$ cat src/rtl/msk_cst_arbiter.sv
// Round-robin arbiter sharing one public-constant serialiser between two requesters.
// Each granted word is emitted BW bits per beat as a bit-interleaved d-share sharing (x, 0, ..., 0).
module msk_cst_arbiter #(
    parameter int d  = 2,
    parameter int W  = 32,
    parameter int BW = 8
) (
    input  logic            clk,
    input  logic            rst_n,
    input  logic [W-1:0]    in0_data,
    input  logic            in0_valid,
    output logic            in0_ready,
    input  logic [W-1:0]    in1_data,
    input  logic            in1_valid,
    output logic            in1_ready,
    output logic [BW*d-1:0] out_data,
    output logic            out_valid,
    input  logic            out_ready,
    output logic            out_src,
    output logic            out_last,
    output logic            busy
);

    localparam int NBEAT = W / BW;
    localparam int CW    = (NBEAT > 1) ? $clog2(NBEAT) : 1;

    typedef enum logic {IDLE, SEND} state_t;

    state_t          state_q;
    logic [W-1:0]    word_q;
    logic            src_q;
    logic [CW-1:0]   cnt_q;
    logic [CW-1:0]   cnt_d;
    logic            rr_q;
    logic [1:0]      reqValid;
    logic            grantValid;
    logic            grantIdx;
    logic            isLast;
    logic [BW-1:0]   chunk;

    assign reqValid = {in1_valid, in0_valid};
    assign cnt_d    = cnt_q + CW'(1);
    assign isLast   = (cnt_q == CW'(NBEAT - 1));
    assign chunk    = word_q[int'(cnt_q)*BW +: BW];

    // Grant prefers rr; readys are held low while reset is asserted.
    always_comb begin
        grantValid = 1'b0;
        grantIdx   = rr_q;
        if (state_q == IDLE && rst_n) begin
            if (reqValid[rr_q]) begin
                grantValid = 1'b1;
                grantIdx   = rr_q;
            end else if (reqValid[~rr_q]) begin
                grantValid = 1'b1;
                grantIdx   = ~rr_q;
            end
        end
    end

    assign in0_ready = grantValid && (grantIdx == 1'b0);
    assign in1_ready = grantValid && (grantIdx == 1'b1);

    always_ff @(posedge clk or negedge rst_n) begin
        if (!rst_n) begin
            state_q <= IDLE;
            word_q  <= '0;
            src_q   <= 1'b0;
            cnt_q   <= '0;
            rr_q    <= 1'b0;
        end else begin
            case (state_q)
                IDLE: begin
                    if (grantValid) begin
                        word_q  <= grantIdx ? in1_data : in0_data;
                        src_q   <= grantIdx;
                        cnt_q   <= '0;
                        state_q <= SEND;
                    end
                end
                SEND: begin
                    if (out_ready) begin
                        if (isLast) begin
                            state_q <= IDLE;
                            rr_q    <= ~src_q;
                        end else begin
                            cnt_q <= cnt_d;
                        end
                    end
                end
                default: state_q <= IDLE;
            endcase
        end
    end

    // Share 0 of each bit carries the public value; the remaining shares stay zero.
    always_comb begin
        out_data = '0;
        if (state_q == SEND) begin
            for (int i = 0; i < BW; i++) begin
                out_data[i*d] = chunk[i];
            end
        end
    end

    assign out_valid = (state_q == SEND);
    assign busy      = (state_q == SEND);
    assign out_src   = src_q;
    assign out_last  = (state_q == SEND) && isLast;

endmodule

$ cat config.mk
export PLATFORM = sky130hd
export DESIGN_NAME = msk_cst_arbiter
export DESIGN_NICKNAME = d
export VERILOG_FILES = /design/src/rtl/msk_cst_arbiter.sv
export SDC_FILE = /design/constraint.sdc
export NUM_CORES = 1
export LEC_CHECK = 0
export BUFFER_PORTS_ARGS = -buffer_cell sky130_fd_sc_hd__buf_2
export CORE_ASPECT_RATIO = 1.2
export CORE_MARGIN = 3
export CORE_UTILIZATION = 32
export CTS_CLUSTER_SIZE = 40
export DETAILED_ROUTE_END_ITERATION = 10
export PLACE_DENSITY = 0.69
export SYNTH_ARGS = -nofsm -noshare
export SYNTH_HDL_FRONTEND = slang
export SYNTH_SLANG_ARGS = --single-unit
$ cat constraint.sdc
create_clock -name clk -period 2.6 [get_ports clk]
set_clock_uncertainty 0.15 [all_clocks]
set_input_delay 0.39 -clock clk [delete_from_list [all_inputs] [get_ports clk]]
set_output_delay 0.39 -clock clk [all_outputs]
set_load 0.03 [all_outputs]
==> flow_summary.yaml, run 1 <==
layout:
  fin_nets: 313
  layout_common_cells: "82 x buf_2, 36 x dfrtp_1, 32 x and3_1, 32 x a221o_1, 10 x and2_1"
  drive_gt1_share_pct: 45.5
  final_core_util_pct: 43.8
  layout_commonest_cell: "buf_2"
  multi_input_area_sq_um: 935
  syn2layout_area_growth_pct: 28.0
  regArea_sq_um: 927
  antenna_cells: 0
  fill_cells: 606
grt:
  grt_max_degree: 38
  grt_use_total_pct: 15.1
  grt_pass1_vias: 1636
  grt_pass1_wl_mm: 8.36
  grt-ovfl-total: 0
  antenna_found_initial: 0
clocking:
  cts_tree: "built"
  post_cts_buffers: 0
  numCtsBuffers: 5
  clk_path_buf_depth: 2
  clk_pin_slew_ns: 0.07
  postCtsHoldBufs: 0
  clk_latency_ns: 0.28
  cts_root_buffer: "clkbuf_8"
  cts.sinks: 37
  cts.htree.levels: 2
critical_path:
  r2r-end: "word_q[31]"
  critPathMaxStageDelay_ns: 0.59
  crit_path_end_kind: "output port"
  critical_path.top_delay_family: "flip-flops"
  reg2regPathDepth: 4
  r2r-start: "busy"
  cp-start-kind: "register"
  cp_slowest_cell: "dfrtp_2"
  required_ns: 2.06
  worstPathCellList: "mux4_2, and2_1, buf_2"
  crit_buf_inv: 1
  r2r_setup_slack_ns: 0.66
  cp.depth: 3
  path_class: "register to output port"
  critPathMaxFanout: 12
  crit_arrival_ns: 1.76
flow_run:
  max-cap-violations: 0
place:
  dp_hpwl_mm: 4.10
  portBuffers: 82
  pre_cts_slack_ns: 0.372
  gp_congestion: 0.769
outcome:
  outcome: "finished, final reports clean"
sta:
  slew_violations: 0
  setup_ws_ns: 0.300
  period_minus_slack_ns: 2.30
  relSlewSlack_pct: 50.5
  timing.final.crit_share_pct: 88.5
  holdWs_ns: 0.0209
  max_freq_mhz: 435
  tns_ns: 0
  finalSetupViolCount: 0
  rsz0062_at_grt: "false"
  worst_pin_slew_ns: 0.742
  hold_violations: 0
routing:
  drt_iter0_drc: 113
  finalWirelength_mm: 5.32
  num_vias: 1659
  drc: 0
  wl_per_cell_microns: 16.4
  ant_nets: 0
  drt_first_pass_iters: 4
  drt-vias-per-instance: 5.12
floorplan:
  num_io_pins: 91
  die_area_sq_mm: 0.00725
  start_util_pct: 34.2
  die_w_microns: 78.2
  core.rowCount: 30
  core_sq_mm: 0.00586
  die_y_microns: 92.6
yosys:
  synth_top_area_share_pct: 46.3
  yosysTopAreaCell: "dfrtp_1"
  yosys_warnings: 0
  ys_types: 26
  syn_area_sq_mm: 0.00200
  synth_area_leaders: "dfrtp_1 46%, a221o_1 16%, and3_1 10%, mux4_2 9.0%, buf_4 3.4%"
  synth_seq_cells: 37
  seq_area_frac_synth_pct: 46.3
  netlist_instances: 166
  synth_area_per_cell_sq_um: 12.1
power:
  p_per_area_mw_per_mm2: 1150
  p_leak_nw: 1.36
  totalPowerFinal_mw: 2.94
  peakVddDrop_v: 0.000347
hold_path:
  hp-class: "input port to async pin"
power by group:
part	total (mW)	switching [mW]	leakage [nW]	internal [mW]
clock	0.578	0.197	0.0681	0.381
sequential	1.09	0.246	0.458	0.843
combinational	1.27	0.629	0.836	0.641
Yosys cell counts:
master and count:
o22ai_1 1, nand2b_1 1, buf_2 1, nor2b_1 1, and3_1 32, inv_1 1
a32o_1 2, a21oi_1 1, and3_4 1, mux4_2 8, buf_4 9, a31oi_1 1
mux2_2 1, or2b_1 1, a221o_1 32, a21o_1 1, a21boi_0 1, and2_1 10
ha_1 1, nand2_1 4, buf_6 5, clkbuf_1 11, dfrtp_1 37, o21ai_2 1
conb_1 1, nor2_1 1
how the worst max path moves through the flow:
| stage | from | endpoint | slack [ns] |
|---|---|---|---|
| after floorplan | cnt_q[0] | out_data[10] | 0.66 |
| after global placement | cnt_q[0] | out_data[0] | 0.40 |
| after detailed placement | cnt_q[0] | out_data[4] | 0.37 |
| after CTS | cnt_q[0] | out_data[4] | 0.05 |
| after global routing | cnt_q[0] | out_data[0] | 0.20 |
| final | cnt_q[0] | out_data[6] | 0.30 |
cell families after synthesis:
family / Yosys count / share of synthesized area, %
AOI/OAI and AO/OA: 40 / 19.1
adders and majority gates: 1 / 0.625
buffers and inverters: 27 / 8.69
DFF: 37 / 46.3
muxes: 9 / 9.56
other: 1 / 0.187
and+or+nand+nor: 51 / 15.6
area by class of cell:
| class | count | share of cell area (%) |
|---|---|---|
| Multi-Input combinational cell | 109 | 36.5 |
| Clock buffer | 5 | 2.69 |
| Timing Repair Buffer | 89 | 18.1 |
| Clock inverter | 3 | 2.54 |
| Sequential cell | 37 | 36.2 |
| Tap cell | 80 | 3.91 |
| Inverter | 1 | 0.146 |
flip-flops by register name (all words and copies together) (netlist names):
signal and cells:
rr_q 1, busy 1, word_q 32, out_src 1, cnt_q 2
metal layers:
metal  wire [microns]  GRT usage (%)  share of wire, %  vias up
li1                 -              -                 -      795
met3              345           3.70               6.5        4
met2             2620           25.2                49       67
met5                0              0                 0        -
met4               31           3.94              0.58        0
met1             2320           19.6                44      793
through the flow:
step           instance area, sq um  instances
2_1_floorplan                  2030        173
4_1_cts                        2560        324
3_3_place_gp                   2430        316
6_report                       2560        324
5_1_grt                        2560        324
3_5_place_dp                   2430        316
repair_timing:
action / CTS / global route
endpoints found under the setup margin: 0 / 7
resized for setup: 0 / 1
hold endpoints to repair: 0 / 0
No activity file was read; power rests on OpenSTA's default activity.
==> inputs of run 2 (changes only) <==
Settings changed: ABC_AREA from default to 1.
==> run 2 against run 1 <==
Clock power down 16%. Synthesized cell count is 78% higher. Sequential cell count stayed put. Critical path type is now input port to output port. Highest routed layer unchanged. Critical endpoint is now in1_ready. Wire length up 8.8%. Final area up 2.7%.
==> flow_summary.yaml, run 2 <==
floorplan:
  die_y_microns: 94.9
  die_w_microns: 80.1
  core.rowCount: 31
  num_io_pins: 91
  start_util_pct: 34.0
  die_area_sq_mm: 0.00761
  core_sq_mm: 0.00621
yosys:
  synthTopCellsByCount: "114 x nand2_1, 67 x nand3_1, 37 x dfrtp_1, 18 x nor2_1, 12 x buf_4"
  ys_types: 17
  yosys_warnings: 0
  syn_area_sq_mm: 0.00211
  synth_edf_count: 0
  synth.most_common_cell: "nand2_1"
  synth_area_per_cell_sq_um: 7.15
  yosysTopAreaCell: "dfrtp_1"
  synth_area_leaders: "dfrtp_1 44%, nand2_1 20%, nand3_1 16%, buf_4 4.3%, nor2_1 3.2%"
  seq_area_frac_synth_pct: 43.9
  synth_top_flop_cell: "dfrtp_1"
  netlist_instances: 295
  ys_async_sr_fraction_pct: 100
  synth_top_area_share_pct: 43.9
  synth_seq_cells: 37
layout:
  syn2layout_area_growth_pct: 24.7
  multi_input_area_sq_um: 985
  drive_gt1_share_pct: 27.1
  reg_top3: "word_q (32), cnt_q (2)"
  fill_cells: 689
  antenna_cells: 0
  largest-register: "word_q"
  layout_commonest_cell: "nand2_1"
  layout_common_cells: "114 x nand2_1, 82 x buf_2, 67 x nand3_1"
  regArea_sq_um: 926
  largest_reg_flops: 32
  fin_nets: 442
power:
  pwr-share-comb_pct: 49.0
  p_clk_share_pct: 16.5
  peakVddDrop_v: 0.000344
  intPower_mw: 1.61
  p_per_area_mw_per_mm2: 1120
  p_sw_mw: 1.35
  totalPowerFinal_mw: 2.96
  p_sw_share_pct: 45.5
  seqPwrFrac_pct: 34.5
  p_leak_nw: 1.44
critical_path:
  crit_arrival_ns: 1.88
  cp_slowest_cell: "dlygate4sd3_1"
  crit_path_end_kind: "output port"
  critical_path.top_delay_family: "buffers and inverters"
  crit_buf_inv: 6
  critPathMaxFanout: 17
  required_ns: 2.06
  path_class: "input port to output port"
  worstPathCellList: "dlygate4sd3_1, buf_2, inv_1, nor2_1, nand2_2, inv_2, nand2_1, inv_1, buf_2"
  cp-start-kind: "input port"
  critPathMaxStageDelay_ns: 0.53
grt:
  grt_pass1_wl_mm: 9.26
  grt_use_total_pct: 15.6
  grt_max_degree: 36
  grt-ovfl-total: 0
  antenna_found_initial: 0
  grt_pass1_vias: 2039
sta:
  tns_ns: 0
  worst_pin_slew_ns: 0.513
  relSlewSlack_pct: 65.7
  period_minus_slack_ns: 2.42
  slew_violations: 0
  hold_violations: 0
  rsz0062_at_grt: "false"
  finalSetupViolCount: 0
  timing.final.crit_share_pct: 93.2
  max_freq_mhz: 413
routing:
  drt-met1-wl_mm: 2.63
  drt_iter0_drc: 110
  wl_per_cell_microns: 12.7
  drt-vias-per-instance: 4.60
  num_vias: 2094
  drt_first_pass_iters: 4
  drc: 0
  ant_nets: 0
  met3_length_microns: 379
  dr.max_layer_used: "met4"
  wl_met2_mm: 2.72
  finalWirelength_mm: 5.79
place:
  gp_congestion: 0.774
  dp_hpwl_mm: 4.31
  portBuffers: 82
clocking:
  numCtsBuffers: 5
  cts.htree.levels: 2
  clk_pin_slew_ns: 0.08
  cts_resized: 0
  cts_root_buffer: "clkbuf_8"
  clk_path_buf_depth: 2
  clk_latency_ns: 0.28
  cts_tree: "built"
  cts.sinks: 37
hold_path:
  hp-class: "input port to register"
flow_run:
  max-cap-violations: 0
outcome:
  outcome: "finished, final reports clean"
run 2: per-layer routing:
metal,GRT usage [%],vias up
met5,0,-
met4,3.94,0
met3,3.72,8
met2,25.5,81
met1,20.7,921
li1,-,1084
run 2: final timing paths:
kind / start / end / slack [ns] / cells past startpoint
max in group asynchronous: rst_n / word_q[13] / 1.26 / 3
min in group asynchronous: rst_n / word_q[7] / 0.41 / 2
hold reg to reg: word_q[24] / word_q[24] / 0.34 / 2
hold / removal: in0_data[2] / word_q[2] / 0.17 / 3
setup / recovery: rst_n / in1_ready / 0.18 / 9
setup reg to reg: busy / word_q[29] / 0.90 / 6
run 2: worst register-to-register path, cell delays in order, from the launching register on:
cell and delay, ns:
dfrtp_1 0.47, inv_2 0.22, nand2_1 0.13, nor2_4 0.13, buf_4 0.33, nand2_1 0.12, nand3_1 0.09
run 2: what timing repair did:
item                                    in CTS  in global routing
setup buffers                                0                  0
endpoints found under the setup margin       0                  0
hold buffers                                 1                  0
hold endpoints to repair                    14                  0
run 2: logic make-up after synthesis:
group | after synthesis | synth area share (%)
AND/OR/NAND/NOR | 202 | 40.6
buffers and inverters | 37 | 10.7
adder cells (fa/ha/maj) | 1 | 0.593
AO/OA/AOI/OAI | 17 | 4.03
flip-flops | 37 | 43.9
other | 1 | 0.178
run 2: final cells by class:
| class | count | area share [%] |
|---|---|---|
| multi-input cells | 228 | 37.4 |
| flip-flops and latches | 37 | 35.2 |
| repair buffers | 89 | 17.7 |
| well taps | 82 | 3.90 |
| clock buffers | 6 | 2.76 |
| inverters | 11 | 1.57 |
| clock inverters | 2 | 1.47 |
run 2: metrics by stage:
stage                     instances  hold slack, ns  setup slack [ns]  utilization, %  area [sq um]
after floorplan                 302         -0.0556             0.654               -          2140
after global placement          446           0.166             0.652            40.4          2510
after detailed placement        446           0.170             0.612            40.4          2510
after CTS                       455           0.155             0.146            42.4          2630
after global routing            455           0.165            0.0332            42.4          2630
final                           455           0.166             0.178            42.4          2630
run 2: power by group through the flow:
stage | clock (mW) | combinational, mW | sequential (mW)
after floorplan | 0 | 1.13 | 0.983
after global placement | 0 | 1.44 | 1.03
after detailed placement | 0 | 1.46 | 1.03
after CTS | 0.502 | 1.47 | 1.02
after global routing | 0.526 | 1.63 | 1.06
final | 0.487 | 1.45 | 1.02
==> inputs of run 3 (changes only) <==
Settings changed: CORE_MARGIN 3 to 2, MAX_ROUTING_LAYER from default to met4.
Clock period 2.6 ns to 2.8 ns, I/O delays scaled along.
==> run 3 against run 2 <==
Largest power group unchanged. Critical path type is now register to output port. Clock power down 4.3%. Combinational power shrank 9.7%. Sequential power shrank 4%. Critical path depth decreased by 3. Utilization down 1.2 points. Die area fell by 4.6%. Via count down 0.86%. Sequential share of layout area is 0.12 points lower. Wire length decreased by 4.9%. Clock-buffer cell count increased by 1. Sequential cell count did not move.
==> flow_summary.yaml, run 3 (synthesis results as in run 2) <==
outcome:
  outcome: "finished, final reports clean"
power:
  peakVddDrop_v: 0.000277
  p_per_area_mw_per_mm2: 1040
  p_leak_nw: 1.44
critical_path:
  path_class: "register to output port"
  required_ns: 2.23
  critPathMaxFanout: 20
  crit_arrival_ns: 1.81
  crit_path_end_kind: "output port"
  cp-start-kind: "register"
routing:
  wl_met2_mm: 2.74
  met3_length_microns: 295
  num_vias: 2076
  finalWirelength_mm: 5.50
  wl_per_cell_microns: 12.0
  dr.max_layer_used: "met4"
  drt-met1-wl_mm: 2.43
  ant_nets: 0
  drt_first_pass_iters: 4
  drt-vias-per-instance: 4.53
  drc: 0
  drt_iter0_drc: 101
grt:
  grt_pass1_vias: 1932
  grt_use_total_pct: 16.2
  antenna_found_initial: 0
  grt_pass1_wl_mm: 9.07
  grt-ovfl-total: 0
  grt_max_degree: 37
floorplan:
  die_area_sq_mm: 0.00726
  num_io_pins: 91
  core_sq_mm: 0.00641
  start_util_pct: 32.9
  core.rowCount: 32
  die_y_microns: 92.9
  die_w_microns: 78.1
clocking:
  clk_pin_slew_ns: 0.07
  cts.htree.levels: 2
  post_cts_buffers: 0
  cts_resized: 0
  postCtsHoldBufs: 1
  numCtsBuffers: 5
  cts_root_buffer: "clkbuf_8"
  cts_tree: "built"
  clk_path_buf_depth: 2
  cts.sinks: 37
  clk_latency_ns: 0.28
layout:
  reg_top3: "word_q (32), cnt_q (2)"
  syn2layout_area_growth_pct: 25.1
  largest_reg_flops: 32
  fin_nets: 442
  layout_common_cells: "114 x nand2_1, 82 x buf_2, 67 x nand3_1"
  largest-register: "word_q"
  drive_gt1_share_pct: 27.1
  antenna_cells: 0
  layout_commonest_cell: "nand2_1"
sta:
  setup_ws_ns: 0.418
  worst_pin_slew_ns: 0.573
  timing.final.crit_share_pct: 85.1
  hold_violations: 0
  max_freq_mhz: 420
  finalSetupViolCount: 0
  slew_violations: 0
  period_minus_slack_ns: 2.38
  rsz0062_at_grt: "false"
  tns_ns: 0
  relSlewSlack_pct: 61.8
flow_run:
  max-cap-violations: 0
place:
  gp_congestion: 0.783
  portBuffers: 82
  pre_cts_slack_ns: 0.711
  dp_hpwl_mm: 4.09
hold_path:
  hp-class: "input port to register"
==> run 3: cell count changes in the layout (fill, tap and decap cells not counted), sizes merged <==
| cell | change |
|---|---|
| clkbuf | +1 |
| clkinv | -1 |
==> run 3: worst paths after layout <==
| path | to | slack [ns] | cells after the start | startpoint |
|---|---|---|---|---|
| worst max-delay path | out_data[0] | 0.42 | 6 | cnt_q[0] |
| worst min-delay path | word_q[8] | 0.20 | 3 | in0_data[8] |
| worst max register to register | word_q[26] | 1.14 | 6 | busy |
| worst min register to register | rr_q | 0.35 | 2 | rr_q |
| max in group asynchronous | word_q[30] | 1.54 | 3 | rst_n |
| min in group asynchronous | out_src | 0.30 | 2 | rst_n |
==> run 3: area by class of cell <==
cell class,instances,area (sq um)
inverters,11,41.3
clock inverters,1,30.0
fillers,701,3770
repair buffers,89,465
clock buffers,7,86.3
multi-input cells,228,985
flip-flops and latches,37,926
well taps,85,106
==> run 3: power breakdown <==
part           leakage, nW  switching (mW)  total, mW  internal, mW
logic                0.917           0.859       1.31         0.447
registers            0.462           0.199      0.976         0.778
clock network       0.0585           0.176      0.466         0.290
==> run 3: layer usage <==
layer  global-route usage (%)  vias to the layer above
li1                         -                     1087
met3                     2.73                        4
met1                     21.2                      924
met2                     26.0                       61
met5                        -                        -
met4                     4.82                        0
==> run 3: critical path: stages, from the launching register on <==
cell and delay [ns]:
dfrtp_1 0.59, inv_2 0.30, nand2_1 0.09, nand2_1 0.07, nand2_1 0.05, a21oi_1 0.20, buf_2 0.23
==> run 3: metrics by stage <==
step | util, % | hold slack [ns] | cells | cell area, sq um | total power, mW
after global placement | 39.2 | 0.0719 | 449 | 2510 | 2.29
final | 41.2 | 0.201 | 458 | 2640 | 2.75
after floorplan | - | -0.0256 | 302 | 2140 | 1.96
after CTS | 41.2 | 0.192 | 458 | 2640 | 2.79
after detailed placement | 39.2 | 0.0755 | 449 | 2510 | 2.30
after global routing | 41.2 | 0.194 | 458 | 2640 | 3.01
